==> src/rtl/opl3_host_master_if.sv <==
// Request/response stream plus OPL3 host pins for opl3_host_master; master = initiator side, slave = environment side.
interface opl3_host_master_if #(
    parameter int REG_FILE_DATA_WIDTH = 8
) ();
    logic                           req_valid;
    logic                           req_ready;
    logic                           req_rd;
    logic                           req_bank;
    logic [REG_FILE_DATA_WIDTH-1:0] req_reg;
    logic [REG_FILE_DATA_WIDTH-1:0] req_data;
    logic                           rsp_valid;
    logic [REG_FILE_DATA_WIDTH-1:0] rsp_status;
    logic                           cs_n;
    logic                           rd_n;
    logic                           wr_n;
    logic [1:0]                     address;
    logic [REG_FILE_DATA_WIDTH-1:0] bus_wdata;
    logic [REG_FILE_DATA_WIDTH-1:0] bus_rdata;

    modport master (
        input  req_valid, req_rd, req_bank, req_reg, req_data, bus_rdata,
        output req_ready, rsp_valid, rsp_status, cs_n, rd_n, wr_n, address, bus_wdata
    );

    modport slave (
        output req_valid, req_rd, req_bank, req_reg, req_data, bus_rdata,
        input  req_ready, rsp_valid, rsp_status, cs_n, rd_n, wr_n, address, bus_wdata
    );
endinterface

==> src/rtl/opl3_host_master.sv <==
// OPL3 host initiator: each request becomes a timed cs_n/wr_n/rd_n sequence (write = address then data phase, read = status).
// Latency: write busy 2*(SETUP+STROBE+1)+ADDR_WAIT+DATA_WAIT cycles, read SETUP+STROBE+1; req_ready only while idle.
module opl3_host_master #(
    parameter int REG_FILE_DATA_WIDTH = 8,
    parameter int SETUP_CYCLES        = 1,
    parameter int STROBE_CYCLES       = 2,
    parameter int ADDR_WAIT_CYCLES    = 4,
    parameter int DATA_WAIT_CYCLES    = 4
) (
    input logic                clk,
    input logic                ic_n,
    opl3_host_master_if.master bus
);
    localparam int W      = REG_FILE_DATA_WIDTH;
    localparam int MAX_SS = (SETUP_CYCLES > STROBE_CYCLES) ? SETUP_CYCLES : STROBE_CYCLES;
    localparam int MAX_WW = (ADDR_WAIT_CYCLES > DATA_WAIT_CYCLES) ? ADDR_WAIT_CYCLES : DATA_WAIT_CYCLES;
    localparam int MAX_P  = (MAX_SS > MAX_WW) ? MAX_SS : MAX_WW;
    localparam int CW     = $clog2(MAX_P + 1);

    typedef enum logic [3:0] {
        IDLE, A_SETUP, A_STROBE, A_HOLD, A_WAIT,
        D_SETUP, D_STROBE, D_HOLD, D_WAIT,
        R_SETUP, R_STROBE, R_HOLD
    } state_t;

    state_t         state, state_nxt;
    logic [CW-1:0]  cnt, cnt_nxt;
    logic           accept, last;
    logic           bank_q, cur_bank;
    logic [W-1:0]   reg_q, data_q, cur_reg, cur_data;
    logic           cs_n_q, rd_n_q, wr_n_q, rsp_valid_q;
    logic           cs_n_d, rd_n_d, wr_n_d, rsp_valid_d;
    logic [1:0]     address_q, address_d;
    logic [W-1:0]   wdata_q, wdata_d, status_q;

    assign accept   = (state == IDLE) && bus.req_valid;
    assign last     = (cnt == '0);
    assign cur_bank = accept ? bus.req_bank : bank_q;
    assign cur_reg  = accept ? bus.req_reg  : reg_q;
    assign cur_data = accept ? bus.req_data : data_q;

    // Counter holds remaining cycles minus one in the current state.
    function automatic logic [CW-1:0] load_val(input state_t s);
        case (s)
            A_SETUP, D_SETUP, R_SETUP:    return CW'(SETUP_CYCLES - 1);
            A_STROBE, D_STROBE, R_STROBE: return CW'(STROBE_CYCLES - 1);
            A_WAIT:                       return CW'((ADDR_WAIT_CYCLES > 0) ? ADDR_WAIT_CYCLES - 1 : 0);
            D_WAIT:                       return CW'((DATA_WAIT_CYCLES > 0) ? DATA_WAIT_CYCLES - 1 : 0);
            default:                      return '0;
        endcase
    endfunction

    always_comb begin
        state_nxt = state;
        case (state)
            IDLE:     if (bus.req_valid) state_nxt = bus.req_rd ? R_SETUP : A_SETUP;
            A_SETUP:  if (last) state_nxt = A_STROBE;
            A_STROBE: if (last) state_nxt = A_HOLD;
            A_HOLD:   state_nxt = (ADDR_WAIT_CYCLES > 0) ? A_WAIT : D_SETUP;
            A_WAIT:   if (last) state_nxt = D_SETUP;
            D_SETUP:  if (last) state_nxt = D_STROBE;
            D_STROBE: if (last) state_nxt = D_HOLD;
            D_HOLD:   state_nxt = (DATA_WAIT_CYCLES > 0) ? D_WAIT : IDLE;
            D_WAIT:   if (last) state_nxt = IDLE;
            R_SETUP:  if (last) state_nxt = R_STROBE;
            R_STROBE: if (last) state_nxt = R_HOLD;
            R_HOLD:   state_nxt = IDLE;
            default:  state_nxt = IDLE;
        endcase

        if (state_nxt != state) cnt_nxt = load_val(state_nxt);
        else if (!last)         cnt_nxt = cnt - CW'(1);
        else                    cnt_nxt = cnt;
    end

    // Pins are decoded from the next state so they change on the same edge as the state register.
    always_comb begin
        cs_n_d      = 1'b1;
        rd_n_d      = 1'b1;
        wr_n_d      = 1'b1;
        rsp_valid_d = 1'b0;
        address_d   = address_q;
        wdata_d     = wdata_q;
        case (state_nxt)
            A_SETUP, A_STROBE, A_HOLD: begin
                cs_n_d    = 1'b0;
                wr_n_d    = (state_nxt != A_STROBE);
                address_d = {cur_bank, 1'b0};
                wdata_d   = cur_reg;
            end
            D_SETUP, D_STROBE, D_HOLD: begin
                cs_n_d    = 1'b0;
                wr_n_d    = (state_nxt != D_STROBE);
                address_d = {cur_bank, 1'b1};
                wdata_d   = cur_data;
            end
            R_SETUP, R_STROBE, R_HOLD: begin
                cs_n_d      = 1'b0;
                rd_n_d      = (state_nxt != R_STROBE);
                rsp_valid_d = (state_nxt == R_HOLD);
                address_d   = 2'b00;
            end
            default: ;
        endcase
    end

    always_ff @(posedge clk or negedge ic_n) begin
        if (!ic_n) begin
            state       <= IDLE;
            cnt         <= '0;
            bank_q      <= 1'b0;
            reg_q       <= '0;
            data_q      <= '0;
            cs_n_q      <= 1'b1;
            rd_n_q      <= 1'b1;
            wr_n_q      <= 1'b1;
            rsp_valid_q <= 1'b0;
            address_q   <= 2'b00;
            wdata_q     <= '0;
            status_q    <= '0;
        end else begin
            state       <= state_nxt;
            cnt         <= cnt_nxt;
            if (accept) begin
                bank_q <= bus.req_bank;
                reg_q  <= bus.req_reg;
                data_q <= bus.req_data;
            end
            cs_n_q      <= cs_n_d;
            rd_n_q      <= rd_n_d;
            wr_n_q      <= wr_n_d;
            rsp_valid_q <= rsp_valid_d;
            address_q   <= address_d;
            wdata_q     <= wdata_d;
            if (state == R_STROBE && last) status_q <= bus.bus_rdata;
        end
    end

    assign bus.req_ready  = (state == IDLE);
    assign bus.rsp_valid  = rsp_valid_q;
    assign bus.rsp_status = status_q;
    assign bus.cs_n       = cs_n_q;
    assign bus.rd_n       = rd_n_q;
    assign bus.wr_n       = wr_n_q;
    assign bus.address    = address_q;
    assign bus.bus_wdata  = wdata_q;
endmodule

==> src/flat_wrapper.sv <==
// flat-port wrapper written by rule: the top's interface ports become plain ports
module opl3_host_master_flat 
#(
    parameter int REG_FILE_DATA_WIDTH = 8,
    parameter int SETUP_CYCLES        = 1,
    parameter int STROBE_CYCLES       = 2,
    parameter int ADDR_WAIT_CYCLES    = 4,
    parameter int DATA_WAIT_CYCLES    = 4
)
  (clk, ic_n, bus_req_valid, bus_req_rd, bus_req_bank, bus_req_reg, bus_req_data, bus_bus_rdata, bus_req_ready, bus_rsp_valid, bus_rsp_status, bus_cs_n, bus_rd_n, bus_wr_n, bus_address, bus_bus_wdata);
  opl3_host_master_if #(.REG_FILE_DATA_WIDTH(REG_FILE_DATA_WIDTH)) bus_i ();
  input logic clk;
  input logic ic_n;
  input wire logic [$bits(bus_i.req_valid)-1:0] bus_req_valid;
  input wire logic [$bits(bus_i.req_rd)-1:0] bus_req_rd;
  input wire logic [$bits(bus_i.req_bank)-1:0] bus_req_bank;
  input wire logic [$bits(bus_i.req_reg)-1:0] bus_req_reg;
  input wire logic [$bits(bus_i.req_data)-1:0] bus_req_data;
  input wire logic [$bits(bus_i.bus_rdata)-1:0] bus_bus_rdata;
  output wire logic [$bits(bus_i.req_ready)-1:0] bus_req_ready;
  output wire logic [$bits(bus_i.rsp_valid)-1:0] bus_rsp_valid;
  output wire logic [$bits(bus_i.rsp_status)-1:0] bus_rsp_status;
  output wire logic [$bits(bus_i.cs_n)-1:0] bus_cs_n;
  output wire logic [$bits(bus_i.rd_n)-1:0] bus_rd_n;
  output wire logic [$bits(bus_i.wr_n)-1:0] bus_wr_n;
  output wire logic [$bits(bus_i.address)-1:0] bus_address;
  output wire logic [$bits(bus_i.bus_wdata)-1:0] bus_bus_wdata;
  assign bus_i.req_valid = bus_req_valid;
  assign bus_i.req_rd = bus_req_rd;
  assign bus_i.req_bank = bus_req_bank;
  assign bus_i.req_reg = bus_req_reg;
  assign bus_i.req_data = bus_req_data;
  assign bus_i.bus_rdata = bus_bus_rdata;
  assign bus_req_ready = bus_i.req_ready;
  assign bus_rsp_valid = bus_i.rsp_valid;
  assign bus_rsp_status = bus_i.rsp_status;
  assign bus_cs_n = bus_i.cs_n;
  assign bus_rd_n = bus_i.rd_n;
  assign bus_wr_n = bus_i.wr_n;
  assign bus_address = bus_i.address;
  assign bus_bus_wdata = bus_i.bus_wdata;
  opl3_host_master #(.REG_FILE_DATA_WIDTH(REG_FILE_DATA_WIDTH), .SETUP_CYCLES(SETUP_CYCLES), .STROBE_CYCLES(STROBE_CYCLES), .ADDR_WAIT_CYCLES(ADDR_WAIT_CYCLES), .DATA_WAIT_CYCLES(DATA_WAIT_CYCLES)) u_core (.clk(clk), .ic_n(ic_n), .bus(bus_i));
endmodule
==> config.mk <==
export PLATFORM = sky130hd
export DESIGN_NAME = opl3_host_master_flat
export DESIGN_NICKNAME = d
export VERILOG_FILES = /design/src/rtl/opl3_host_master_if.sv /design/src/rtl/opl3_host_master.sv /design/src/flat_wrapper.sv
export SDC_FILE = /design/constraint.sdc
export NUM_CORES = 1
export LEC_CHECK = 0
export CAP_MARGIN = 20
export CORE_UTILIZATION = 45
export DETAILED_ROUTE_END_ITERATION = 10
export HOLD_SLACK_MARGIN = 0.06
export PLACE_DENSITY_LB_ADDON = 0.05
export REMOVE_ABC_BUFFERS = 1
export SLEW_MARGIN = 30
export SYNTH_ARGS = -nofsm -noshare
export SYNTH_HDL_FRONTEND = slang
export SYNTH_SLANG_ARGS = --single-unit
export TNS_END_PERCENT = 5
==> constraint.sdc <==
create_clock -name clk -period 1.9 [get_ports clk]
set_clock_uncertainty 0.05 [all_clocks]
set_input_delay 0.285 -clock clk [delete_from_list [all_inputs] [get_ports clk]]
set_output_delay 0.285 -clock clk [all_outputs]
set_load 0.05 [all_outputs]
Word-level counts from Yosys, hierarchy flattened

Memories as Yosys holds them, arrays and structs flattened.
Cells that the tools add are included.

$add $sub $neg: 1
Equal/unequal tests: 24
Bitwise operators: 0
Muxes and demuxes: 22
Divide/modulo/power cells: 0
$lt $le $gt $ge: 0
Reductions and logical operators: 10
Shift operators: 0
Multiply operators: 0

Operators by type and width:

| operator                                                                | count |
|---|---|
| 4-bit one-hot mux with 11 select lines                                  | 1 |
| 4-bit 2-to-1 mux                                                        | 10 |
| 4-bit by 3-bit equality test with 1-bit output, second input constant   | 7 |
| 4-bit equality test, second input constant                              | 6 |
| 4-bit by 2-bit equality test with 1-bit output, second input constant   | 4 |
| 8-bit 2-to-1 mux                                                        | 2 |
| 8-bit one-hot mux with 2 select lines                                   | 1 |
| 3-bit OR reduction                                                      | 3 |
| 9-bit OR reduction                                                      | 1 |
| 4-bit by 1-bit equality test with 1-bit output, second input constant   | 2 |
| 3-bit 2-to-1 mux                                                        | 2 |
| 2-bit one-hot mux with 3 select lines                                   | 1 |
| 4-bit zero test                                                         | 1 |
| 1-bit 2-to-1 mux                                                        | 4 |
| 4-bit by 2-bit inequality test with 1-bit output, second input constant | 1 |
| 4-bit by 3-bit inequality test with 1-bit output, second input constant | 1 |
| 4-bit inequality test                                                   | 1 |
| 4-bit inequality test, second input constant                            | 1 |
| 3-bit zero test                                                         | 1 |
| 3-bit nonzero test                                                      | 1 |
| 3-bit by 1-bit subtractor with 3-bit output, second input constant      | 1 |
| 1-bit logical AND                                                       | 2 |
| 2-bit inequality test, second input constant                            | 1 |
| 1-bit one-hot mux with 2 select lines                                   | 1 |
| 2-bit nonzero test                                                      | 1 |

Logic and storage cells: 70
Memory bits (writable): 0
Output and inout port bits: 23
Bits in latches: 0
Register bits: 46
Memories: 1
ROM bits: 32
Bits of input ports: 29

Memories:

| memory           | words | width | rd ports | clocked after memory_dff | wr ports | line                   | RTL |
|---|---|---|---|---|---|---|---|
| (name not given) | 16    | 2     | 1        | 0                        | 0        | opl3_host_master.sv:44 | `case (s)` |

Logic depth before layout (Yosys ltp)

Gate-level depths: netlist of the first run.

Depth in word-level cells: 6
Gate-level depth with buffers: 8

Worst setup path after synthesis of the first run

Ideal clock, no wire load.

Path type: register to register
From: register u_core.state[3]
To: register u_core.wdata_q[6], in the netlist u_core.bus.bus_wdata[6]
Data arrival time: 1,996 ps
Setup slack: -272 ps
Required time: 1,724 ps
Buffers on the path: 1
Setup time: 126 ps
Clock period less this slack: 2,172 ps
Cell stages (with the launch flop): 7
Path through: dfrtp_1 > nor4_4 > nand2_4 > buf_6 > mux2_4 > mux2i_1 > mux2i_1

Elaborated cells between the ends (all ways): 34
Those cells by class: eq/ne (16); mux (13); reduce/logical (5)

RTL lines:

| what                                  | line                    | RTL |
|---|---|---|
| from (decl)                           | opl3_host_master.sv:26  | `state_t state, state_nxt;` |
| from (signal assigned)                | opl3_host_master.sv:122 | `state <= state_nxt;` |
| 4-bit zero test                       | --                      |  |
| net bus_req_ready                     | flat_wrapper.sv:20      | `output wire logic [$bits(bus_i.req_ready)-1:0] bus_req_ready;` |
| 1-bit logical AND                     | opl3_host_master.sv:36  | `assign accept = (state == IDLE) && bus.req_valid;` |
| 8-bit 2-to-1 mux                      | opl3_host_master.sv:40  | `assign cur_data = accept ? bus.req_data : data_q;` |
| net u_core.cur_data[6]                | opl3_host_master.sv:30  | `logic [W-1:0] reg_q, data_q, cur_reg, cur_data;` |
| 8-bit one-hot mux with 2 select lines | opl3_host_master.sv:84  | `case (state_nxt)` |
| to (signal assigned)                  | opl3_host_master.sv:134 | `wdata_q <= wdata_d;` |
| to (decl)                             | opl3_host_master.sv:34  | `logic [W-1:0] wdata_q, wdata_d, status_q;` |

The timed path passes the listed nets, and every way through them passes these cells.
A chain may end at the register's enable or synchronous reset.

Worst setup path after layout of the first run

From: register u_core.state[2]
To: register u_core.wdata_q[7], in the netlist u_core.bus.bus_wdata[7]

Elaborated cells between the ends (all ways): 34
Those cells by class: eq/ne (16); mux (13); reduce/logical (5)

RTL lines:

| what                                  | line                   | RTL |
|---|---|---|
| 4-bit zero test                       | opl3_host_master.sv:36 |  |
| 1-bit logical AND                     | opl3_host_master.sv:36 |  |
| 8-bit 2-to-1 mux                      | opl3_host_master.sv:39 | `assign cur_reg = accept ? bus.req_reg : reg_q;` |
| net u_core.cur_reg[7]                 | opl3_host_master.sv:30 |  |
| 8-bit one-hot mux with 2 select lines | opl3_host_master.sv:84 |  |

The timed path passes the listed nets, and every way through them passes these cells.

==> results of run 1 <==
[flip-flops by register name, indices dropped and copies added, names as in the netlist, 2 cells and up]
signal	flops
u_core.bus.address	2
u_core.bus.bus_wdata	8
u_core.bus.rsp_status	8
u_core.cnt	3
u_core.data_q	8
u_core.reg_q	8
u_core.state	4
[synthesized netlist by cell type, types with 2 or more instances]
cell type and number:
sky130_fd_sc_hd__a211o_1 2, sky130_fd_sc_hd__a211oi_1 3, sky130_fd_sc_hd__a21boi_0 2, sky130_fd_sc_hd__a21o_1 3, sky130_fd_sc_hd__a21oi_1 7, sky130_fd_sc_hd__buf_2 4
sky130_fd_sc_hd__buf_4 3, sky130_fd_sc_hd__buf_6 3, sky130_fd_sc_hd__dfrtp_1 43, sky130_fd_sc_hd__dfstp_2 3, sky130_fd_sc_hd__ha_1 2, sky130_fd_sc_hd__inv_1 12
sky130_fd_sc_hd__mux2_2 8, sky130_fd_sc_hd__mux2_4 10, sky130_fd_sc_hd__mux2i_1 16, sky130_fd_sc_hd__nand2_1 29, sky130_fd_sc_hd__nand2b_1 4, sky130_fd_sc_hd__nand3_1 3
sky130_fd_sc_hd__nor2_1 6, sky130_fd_sc_hd__nor2b_1 3, sky130_fd_sc_hd__o211ai_1 3, sky130_fd_sc_hd__o21a_1 2, sky130_fd_sc_hd__o21ai_0 7, sky130_fd_sc_hd__o22ai_1 2
sky130_fd_sc_hd__or3_1 2, sky130_fd_sc_hd__xnor2_1 3
[area by class of cell]
| type | instances | share of cell area |
|---|---|---|
| timing repair buffer | 95 | 0.2605 |
| tap | 67 | 0.02476 |
| clock inverter | 1 | 0.002587 |
| clock buffer | 7 | 0.02550 |
| sequential | 46 | 0.3422 |
| inverter | 14 | 0.01552 |
| multi-input combinational | 138 | 0.3289 |
[how the worst min path moves through the flow]
stage	from	cells after the start	endpoint	slack, ns
2_1_floorplan	ic_n	0	u_core.bank_q	-0.06
3_3_place_gp	ic_n	1	u_core.state[0]	0.25
3_5_place_dp	ic_n	1	u_core.state[0]	0.26
4_1_cts	u_core.bus.rsp_status[0]	2	u_core.bus.rsp_status[0]	0.43
5_1_grt	u_core.reg_q[0]	1	u_core.reg_q[0]	0.46
6_report	u_core.bus.rsp_status[0]	2	u_core.bus.rsp_status[0]	0.43
[routing by layer]
metal  global-route usage  vias to the layer above
met5                    0                        -
met3              0.04607                        7
met2               0.3323                       51
met4              0.07051                        0
li1                     -                      898
met1               0.2780                      886
[logic make-up (layout without fill, tap and decap cells)]
kind of cell / after synthesis / in the layout / share of synthesized area
simple gates: 59 / 59 / 0.1377
flops: 46 / 46 / 0.4944
compound gates: 39 / 39 / 0.1146
mux: 35 / 35 / 0.1762
buf+inv: 24 / 117 / 0.05516
xor+xnor: 3 / 3 / 0.01125
fa+ha+maj: 2 / 2 / 0.01071
[power by group through the flow]
stage	Sequential, mW	Combinational, mW	Clock, mW
finish	1.75	4.38	0.624
global route	1.80	4.70	0.691
CTS	1.74	4.34	0.643
detailed placement	1.75	4.20	0
global placement	1.74	4.16	0
floorplan	2.53	1.79	0
[stage by stage]
stage / TNS [ns] / total power, mW / worst slack, ns
floorplan: -9.891 / 4.317 / -0.5159
global placement: -0.8310 / 5.902 / -0.09384
detailed placement: -1.375 / 5.953 / -0.1637
CTS: 0 / 6.732 / 0.0009364
global route: -0.2284 / 7.192 / -0.04703
finish: 0 / 6.756 / 0.02412
[timing repair]
action / CTS / global route
endpoints found under the setup margin: 11 / 13
resized for setup: 9 / 10
hold buffers: 1 / 0
endpoints found under the hold margin: 20 / 0
pin swaps: 4 / 2
[critical path: cells and delay by family (launching register included)]
family	cells	cell delay, ns
buffers and inverters	2	0.29
AO/OA/AOI/OAI	1	0.09
multiplexers	2	0.46
AND/OR/NAND/NOR	2	0.45
flip-flops	1	0.40
==> flow_summary.rst, run 1 <==
.. list-table::
   :header-rows: 1

   * - Metric
     - Value
   * - Highest cell delay on the worst timing path
     - 0.40 ns
   * - EDFF count, synth
     - 0
   * - Synthesized flop and latch total
     - between 40 and 50
   * - Layout Nets
     - 331
   * - Setup slack of the most critical reg-to-reg path
     - 0.02 ns
   * - Clock edge transition at the registers on the reported setup and hold paths
     - ~0.080 ns
   * - Number of buffers between clock root and the deepest sink
     - 2
   * - Largest net degree at the start of global routing
     - 26
   * - Global Route Usage Sum
     - 0.2071
   * - Total length of routed met3 wires
     - around 230 um
   * - Antenna violations before repair
     - 0
   * - Reg2reg path depth
     - 7
   * - Non-Filler Instances
     - between 300 and 400
   * - Synth area leader
     - sky130_fd_sc_hd__dfrtp_1
   * - First-pass GRT wire length
     - approximately 8.5 mm
   * - Origin of the critical flop-to-flop path
     - u_core.state[2]
   * - Top library cells by usage in the layout, fill and taps aside
     - 46 x sky130_fd_sc_hd__clkdlybuf4s50_1, 42 x sky130_fd_sc_hd__buf_4, 40 x sky130_fd_sc_hd__dfrtp_1
   * - Type of the worst setup path
     - reg -> reg
   * - Element type at the critical path end
     - flop
   * - Buffers inserted by post-CTS timing repair
     - 0
   * - Placer congestion estimate
     - 0.8736
   * - Via count
     - ~1.8k
   * - Number of nets still failing antenna checks after routing
     - 0
   * - Share of post-route cells with drive strength above 1
     - 0.3355
   * - Final core occ
     - 0.6983
   * - Footprint of the multi-input gates
     - between 1000 and 1500 um^2
   * - Clock latency at the later pin of the worst-skew pair
     - 0.29 ns
   * - Top fanout value on the critical path
     - 17
   * - Final critical-path share of the clock period
     - 0.9873
   * - CP startpoint
     - u_core.state[2]
   * - Placed Cells
     - about 360
   * - Max-slew violations
     - 0
   * - Detailed route wirelength on metal2
     - ~2.4 mm
   * - Post-DP HPWL
     - 3.751 mm
   * - Post-synth top flop
     - sky130_fd_sc_hd__dfrtp_1
   * - Wire length the detailed router placed on met1
     - approximately 2.3 mm
   * - Proportion of register bits with asynchronous set or reset after synthesis
     - 1.000
   * - Final min period
     - 1.876 ns
   * - Proportion of total power due to net switching
     - 0.4249
   * - Top-level port count
     - 52
   * - Max Cap Violations
     - 0
   * - Footprint of the flip-flops and latches
     - 1159 um^2
   * - Arrival time at the worst endpoint
     - roughly 2 ns
   * - Last element of the critical path
     - u_core.bus.bus_wdata[7]
   * - Area of the core
     - about 4800 um^2
   * - Relative slew slack
     - 0.6307
   * - Minimum hold slack
     - roughly 0.43 ns
   * - Sequential group share of total power
     - 0.259
   * - Critical path's slowest cell
     - sky130_fd_sc_hd__dfrtp_1
   * - Synthesis-to-finish area growth
     - 44.94%
   * - Power spent charging and discharging nets
     - between 2 and 3 mW
   * - Mean area per synthesized cell
     - 11.23 um^2
   * - Proportion of power drawn by the clock network
     - 0.092
   * - Run status
     - completed
   * - Effective utilization at floorplan
     - 0.4818
   * - Endpoint of the worst-slack reg-to-reg timing path
     - u_core.bus.bus_wdata[7]
   * - Antenna fix cells
     - 0
   * - Least-Margin Pin Slew
     - between 0.5 and 0.6 ns
   * - Grt ovf
     - 0
   * - TritonCTS clock tree
     - built
   * - Portion of the post-synthesis area used by sequential elements
     - 0.4944
   * - Timing-limited maximum frequency
     - between 0.5 and 0.6 GHz
   * - Synthesis warning total
     - 0
   * - WL/cell
     - ~14 um
   * - # port buffers
     - between 50 and 60
   * - RSZ-0062 raised after global routing
     - yes
   * - Root buf cell
     - sky130_fd_sc_hd__clkbuf_8
   * - Drt pass-1 iters
     - 4
   * - Cell-by-cell listing of the critical path
     - buf_6, nor4_4, nand2_4, buf_12, mux2_4, mux2i_1, a21oi_1
   * - Die Area
     - around 5500 um^2
   * - Design area
     - approximately 3400 um^2
   * - Leakage power total
     - about 1.6 nW
   * - Routed vias/inst
     - 5.005
   * - Count of mapped cells out of synthesis
     - 208
   * - TritonCTS Buffers
     - 5
   * - HP Class
     - reg -> reg
   * - Critical Path Source Type
     - flop
   * - Top layer used by detailed routing
     - met4
   * - Number of global-route vias before repair
     - roughly 1.8k
   * - Finish-stage setup viols
     - 0
   * - Remaining design rule violation count
     - 0
   * - Synthesized cell area
     - 2336 um^2
   * - Height of the chip
     - ~74 um
   * - Worst Path Required
     - 2.03 ns
   * - Count of H-tree levels built during CTS
     - 2
   * - Synth area leaders
     - sky130_fd_sc_hd__dfrtp_1 46%, sky130_fd_sc_hd__mux2i_1 6.9%, sky130_fd_sc_hd__mux2_4 6.4%
   * - Final Hold Viols
     - 0
   * - Die W
     - between 70 and 80 um
   * - Worst vdd ir
     - approximately 0.0012 V
   * - Standard-cell rows
     - 25
   * - Drt first-iter violations
     - 90
   * - Count of fill cells added during filler insertion
     - between 300 and 400
   * - P_int
     - ~4 mW
   * - Commonest non-fill, non-tap cell in the layout
     - sky130_fd_sc_hd__clkdlybuf4s50_1
   * - Area after DPL
     - around 3200 um^2
   * - Power density normalized to cell area
     - 1995 nW/um^2
   * - Routed Wire Length
     - ~5 mm
   * - Gate power share
     - 0.648
   * - Area share of the largest cell type after synthesis
     - 0.4606
   * - Number of sinks on the clock net
     - 46
   * - Number of distinct library cells after synthesis
     - between 40 and 50
No activity file was read; power rests on OpenSTA's default activity.
==> run 2, diff against run 1 <==
--- a/config.mk
+++ b/config.mk
@@ -9,6 +9,7 @@
 export CORE_UTILIZATION = 45
 export DETAILED_ROUTE_END_ITERATION = 10
 export HOLD_SLACK_MARGIN = 0.06
+export MAX_ROUTING_LAYER = met4
 export PLACE_DENSITY_LB_ADDON = 0.05
 export REMOVE_ABC_BUFFERS = 1
 export SLEW_MARGIN = 30
==> flow_summary.rst, run 2 (synthesis results as in run 1) <==
.. list-table::
   :header-rows: 1

   * - Metric
     - Value
   * - Area of the core
     - 4848 um^2 (unchanged)
   * - Antenna violations before repair
     - 0 (unchanged)
   * - Setup slack of the most critical reg-to-reg path
     - 0.02 ns (about the same)
   * - Buf+Inv Stages, Crit Path
     - 2 (unchanged)
   * - WL/cell
     - 13.55 um (was 13.54 um)
   * - Non-Filler Instances
     - 368 (unchanged)
   * - Final core occ
     - 0.6983 (unchanged)
   * - Finish-stage setup viols
     - 0 (unchanged)
   * - Timing-limited maximum frequency
     - 0.5331 GHz (unchanged)
   * - Count of fill cells added during filler insertion
     - 371 (unchanged)
   * - Logic depth of the worst setup path including buffers
     - 7 (unchanged)
   * - Reg2reg path depth
     - 7 (unchanged)
   * - Top fanout value on the critical path
     - 17 (unchanged)
   * - Run status
     - completed (unchanged)
   * - Layout Nets
     - 331 (unchanged)
   * - Max-slew violations
     - 0 (unchanged)
   * - Die Area
     - 5483 um^2 (unchanged)
   * - HP Class
     - reg -> reg (unchanged)
   * - # port buffers
     - 51 (unchanged)
   * - CP startpoint
     - u_core.state[2] (unchanged)
   * - TritonCTS clock tree
     - built (unchanged)
   * - Global Route Usage Sum
     - 0.2138 (was 0.2071)
   * - Post-DP HPWL
     - 3.751 mm (unchanged)
   * - Total power after layout
     - 6.756 mW (about the same)
   * - Critical path's slowest cell
     - sky130_fd_sc_hd__dfrtp_1 (unchanged)
   * - Proportion of power drawn by the clock network
     - 0.092 (about the same)
   * - Synthesis-to-finish area growth
     - 44.94% (unchanged)
   * - Remaining design rule violation count
     - 0 (unchanged)
   * - TritonCTS Buffers
     - 5 (unchanged)
   * - Highest cell delay on the worst timing path
     - 0.40 ns (about the same)
   * - First-pass GRT wire length
     - 8.466 mm (unchanged)
   * - Height of the chip
     - 74.05 um (unchanged)
   * - Clock latency at the later pin of the worst-skew pair
     - 0.29 ns (about the same)
   * - Antenna fix cells
     - 0 (unchanged)
   * - Number of global-route vias before repair
     - 1822 (was 1819)
   * - Effective utilization at floorplan
     - 0.4818 (unchanged)
   * - Element type at the critical path end
     - flop (unchanged)
   * - Via count
     - 1841 (was 1842)
   * - Power density normalized to cell area
     - 1995 nW/um^2 (about the same)
   * - Placer congestion estimate
     - 0.8880 (was 0.8736)
   * - Placed Cells
     - 359 (unchanged)
   * - Endpoint of the worst-slack reg-to-reg timing path
     - u_core.bus.bus_wdata[7] (unchanged)
   * - Grt ovf
     - 0 (unchanged)
   * - Least-Margin Pin Slew
     - 0.5539 ns (was 0.5540 ns)
   * - Largest net degree at the start of global routing
     - 26 (unchanged)
   * - P_int
     - 3.886 mW (about the same)
   * - Gate power share
     - 0.648 (about the same)
   * - Routed Wire Length
     - 4.985 mm (was 4.983 mm)
   * - Routed vias/inst
     - 5.003 (was 5.005)
   * - Type of the worst setup path
     - reg -> reg (unchanged)
   * - Critical Path Source Type
     - flop (unchanged)
   * - Sequential group share of total power
     - 0.259 (about the same)
   * - Last element of the critical path
     - u_core.bus.bus_wdata[7] (unchanged)
   * - Standard-cell rows
     - 25 (unchanged)
   * - Worst vdd ir
     - 0.001170 V (about the same)
   * - Relative slew slack
     - 0.6307 (about the same)
   * - Minimum hold slack
     - 0.4293 ns (was 0.4294 ns)
   * - Leakage power total
     - 1.570 nW (unchanged)
   * - RSZ-0062 raised after global routing
     - yes (unchanged)
   * - Drt pass-1 iters
     - 4 (unchanged)
   * - Number of buffers between clock root and the deepest sink
     - 2 (unchanged)
   * - Root buf cell
     - sky130_fd_sc_hd__clkbuf_8 (unchanged)
   * - Design area
     - 3386 um^2 (unchanged)
   * - Top library cells by usage in the layout, fill and taps aside
     - 46 x sky130_fd_sc_hd__clkdlybuf4s50_1, 42 x sky130_fd_sc_hd__buf_4, 40 x sky130_fd_sc_hd__dfrtp_1 (unchanged)
   * - Count of H-tree levels built during CTS
     - 2 (unchanged)
   * - Worst Path Required
     - 2.03 ns (about the same)
   * - Power spent charging and discharging nets
     - 2.870 mW (about the same)
   * - Worst Slack Setup Final
     - 0.02412 ns (unchanged)
   * - Origin of the critical flop-to-flop path
     - u_core.state[2] (unchanged)
   * - Area after DPL
     - 3212 um^2 (unchanged)
   * - Arrival time at the worst endpoint
     - 2.01 ns (about the same)
   * - Share of post-route cells with drive strength above 1
     - 0.3355 (unchanged)
   * - Final Hold Viols
     - 0 (unchanged)
   * - Cell-by-cell listing of the critical path
     - buf_6, nor4_4, nand2_4, buf_12, mux2_4, mux2i_1, a21oi_1 (unchanged)
   * - Number of nets still failing antenna checks after routing
     - 0 (unchanged)
   * - Number of sinks on the clock net
     - 46 (unchanged)
   * - Drt first-iter violations
     - 91 (was 90)
   * - Total Negative Setup Slacks
     - 0 ns (unchanged)
   * - Die W
     - 74.05 um (unchanged)
   * - Max Cap Violations
     - 0 (unchanged)
   * - Final min period
     - 1.876 ns (unchanged)
   * - Commonest non-fill, non-tap cell in the layout
     - sky130_fd_sc_hd__clkdlybuf4s50_1 (unchanged)
   * - CP delay by family, top
     - multiplexers (unchanged)
   * - Proportion of total power due to net switching
     - 0.4248 (was 0.4249)
   * - Cells on Worst Hold Path
     - 2 (unchanged)
   * - Post-placement setup slack
     - -0.1637 ns (unchanged)
   * - Clock edge transition at the registers on the reported setup and hold paths
     - 0.08 ns (about the same)
   * - Final critical-path share of the clock period
     - 0.9873 (unchanged)
   * - Top-level port count
     - 52 (unchanged)
[run 2: worst min-delay path: stages, from the launching register on]
cell	delay [ns]
sky130_fd_sc_hd__dfrtp_1	0.35
sky130_fd_sc_hd__nand2_1	0.05
sky130_fd_sc_hd__nand2_1	0.05
[run 2: timing repair]
| item | in CTS | in global routing |
|---|---|---|
| hold buffers | 1 | 0 |
| pin swaps | 4 | 2 |
| setup endpoints to repair | 11 | 13 |
| resized for setup | 9 | 10 |
| setup buffers | 0 | 0 |
| hold endpoints to repair | 20 | 0 |
[run 2: how the worst min path moves through the flow]
stage,startpoint,endpoint,slack [ns]
global route,u_core.reg_q[0],u_core.reg_q[0],0.46
CTS,u_core.bus.rsp_status[0],u_core.bus.rsp_status[0],0.43
finish,u_core.bus.rsp_status[0],u_core.bus.rsp_status[0],0.43
floorplan,ic_n,u_core.bank_q,-0.06
global placement,ic_n,u_core.state[0],0.25
detailed placement,ic_n,u_core.state[0],0.26
[run 2: final cells by class]
type / count / area (um^2) / area share
well taps: 67 / 83.83 / 0.02476
inverters: 14 / 52.55 / 0.01552
repair buffers: 95 / 882.1 / 0.2605
flip-flops and latches: 46 / 1159 / 0.3422
clock buffers: 7 / 86.33 / 0.02550
clock inverters: 1 / 8.758 / 0.002587
multi-input cells: 138 / 1114 / 0.3289
[run 2: layer usage]
layer	part of all wire	global-route usage	vias to the layer above
met2	0.48	0.3323	51
met3	0.045	0.04607	7
met1	0.46	0.2780	885
li1	-	-	898
met4	0.011	0.07051	0
met5	0	-	-
[run 2: power groups by stage]
| stage | Combinational, mW | Clock, mW | Sequential (mW) |
|---|---|---|---|
| 6_report | 4.38 | 0.624 | 1.75 |
| 3_5_place_dp | 4.20 | 0 | 1.75 |
| 2_1_floorplan | 1.79 | 0 | 2.53 |
| 5_1_grt | 4.70 | 0.691 | 1.80 |
| 4_1_cts | 4.34 | 0.643 | 1.74 |
| 3_3_place_gp | 4.16 | 0 | 1.74 |
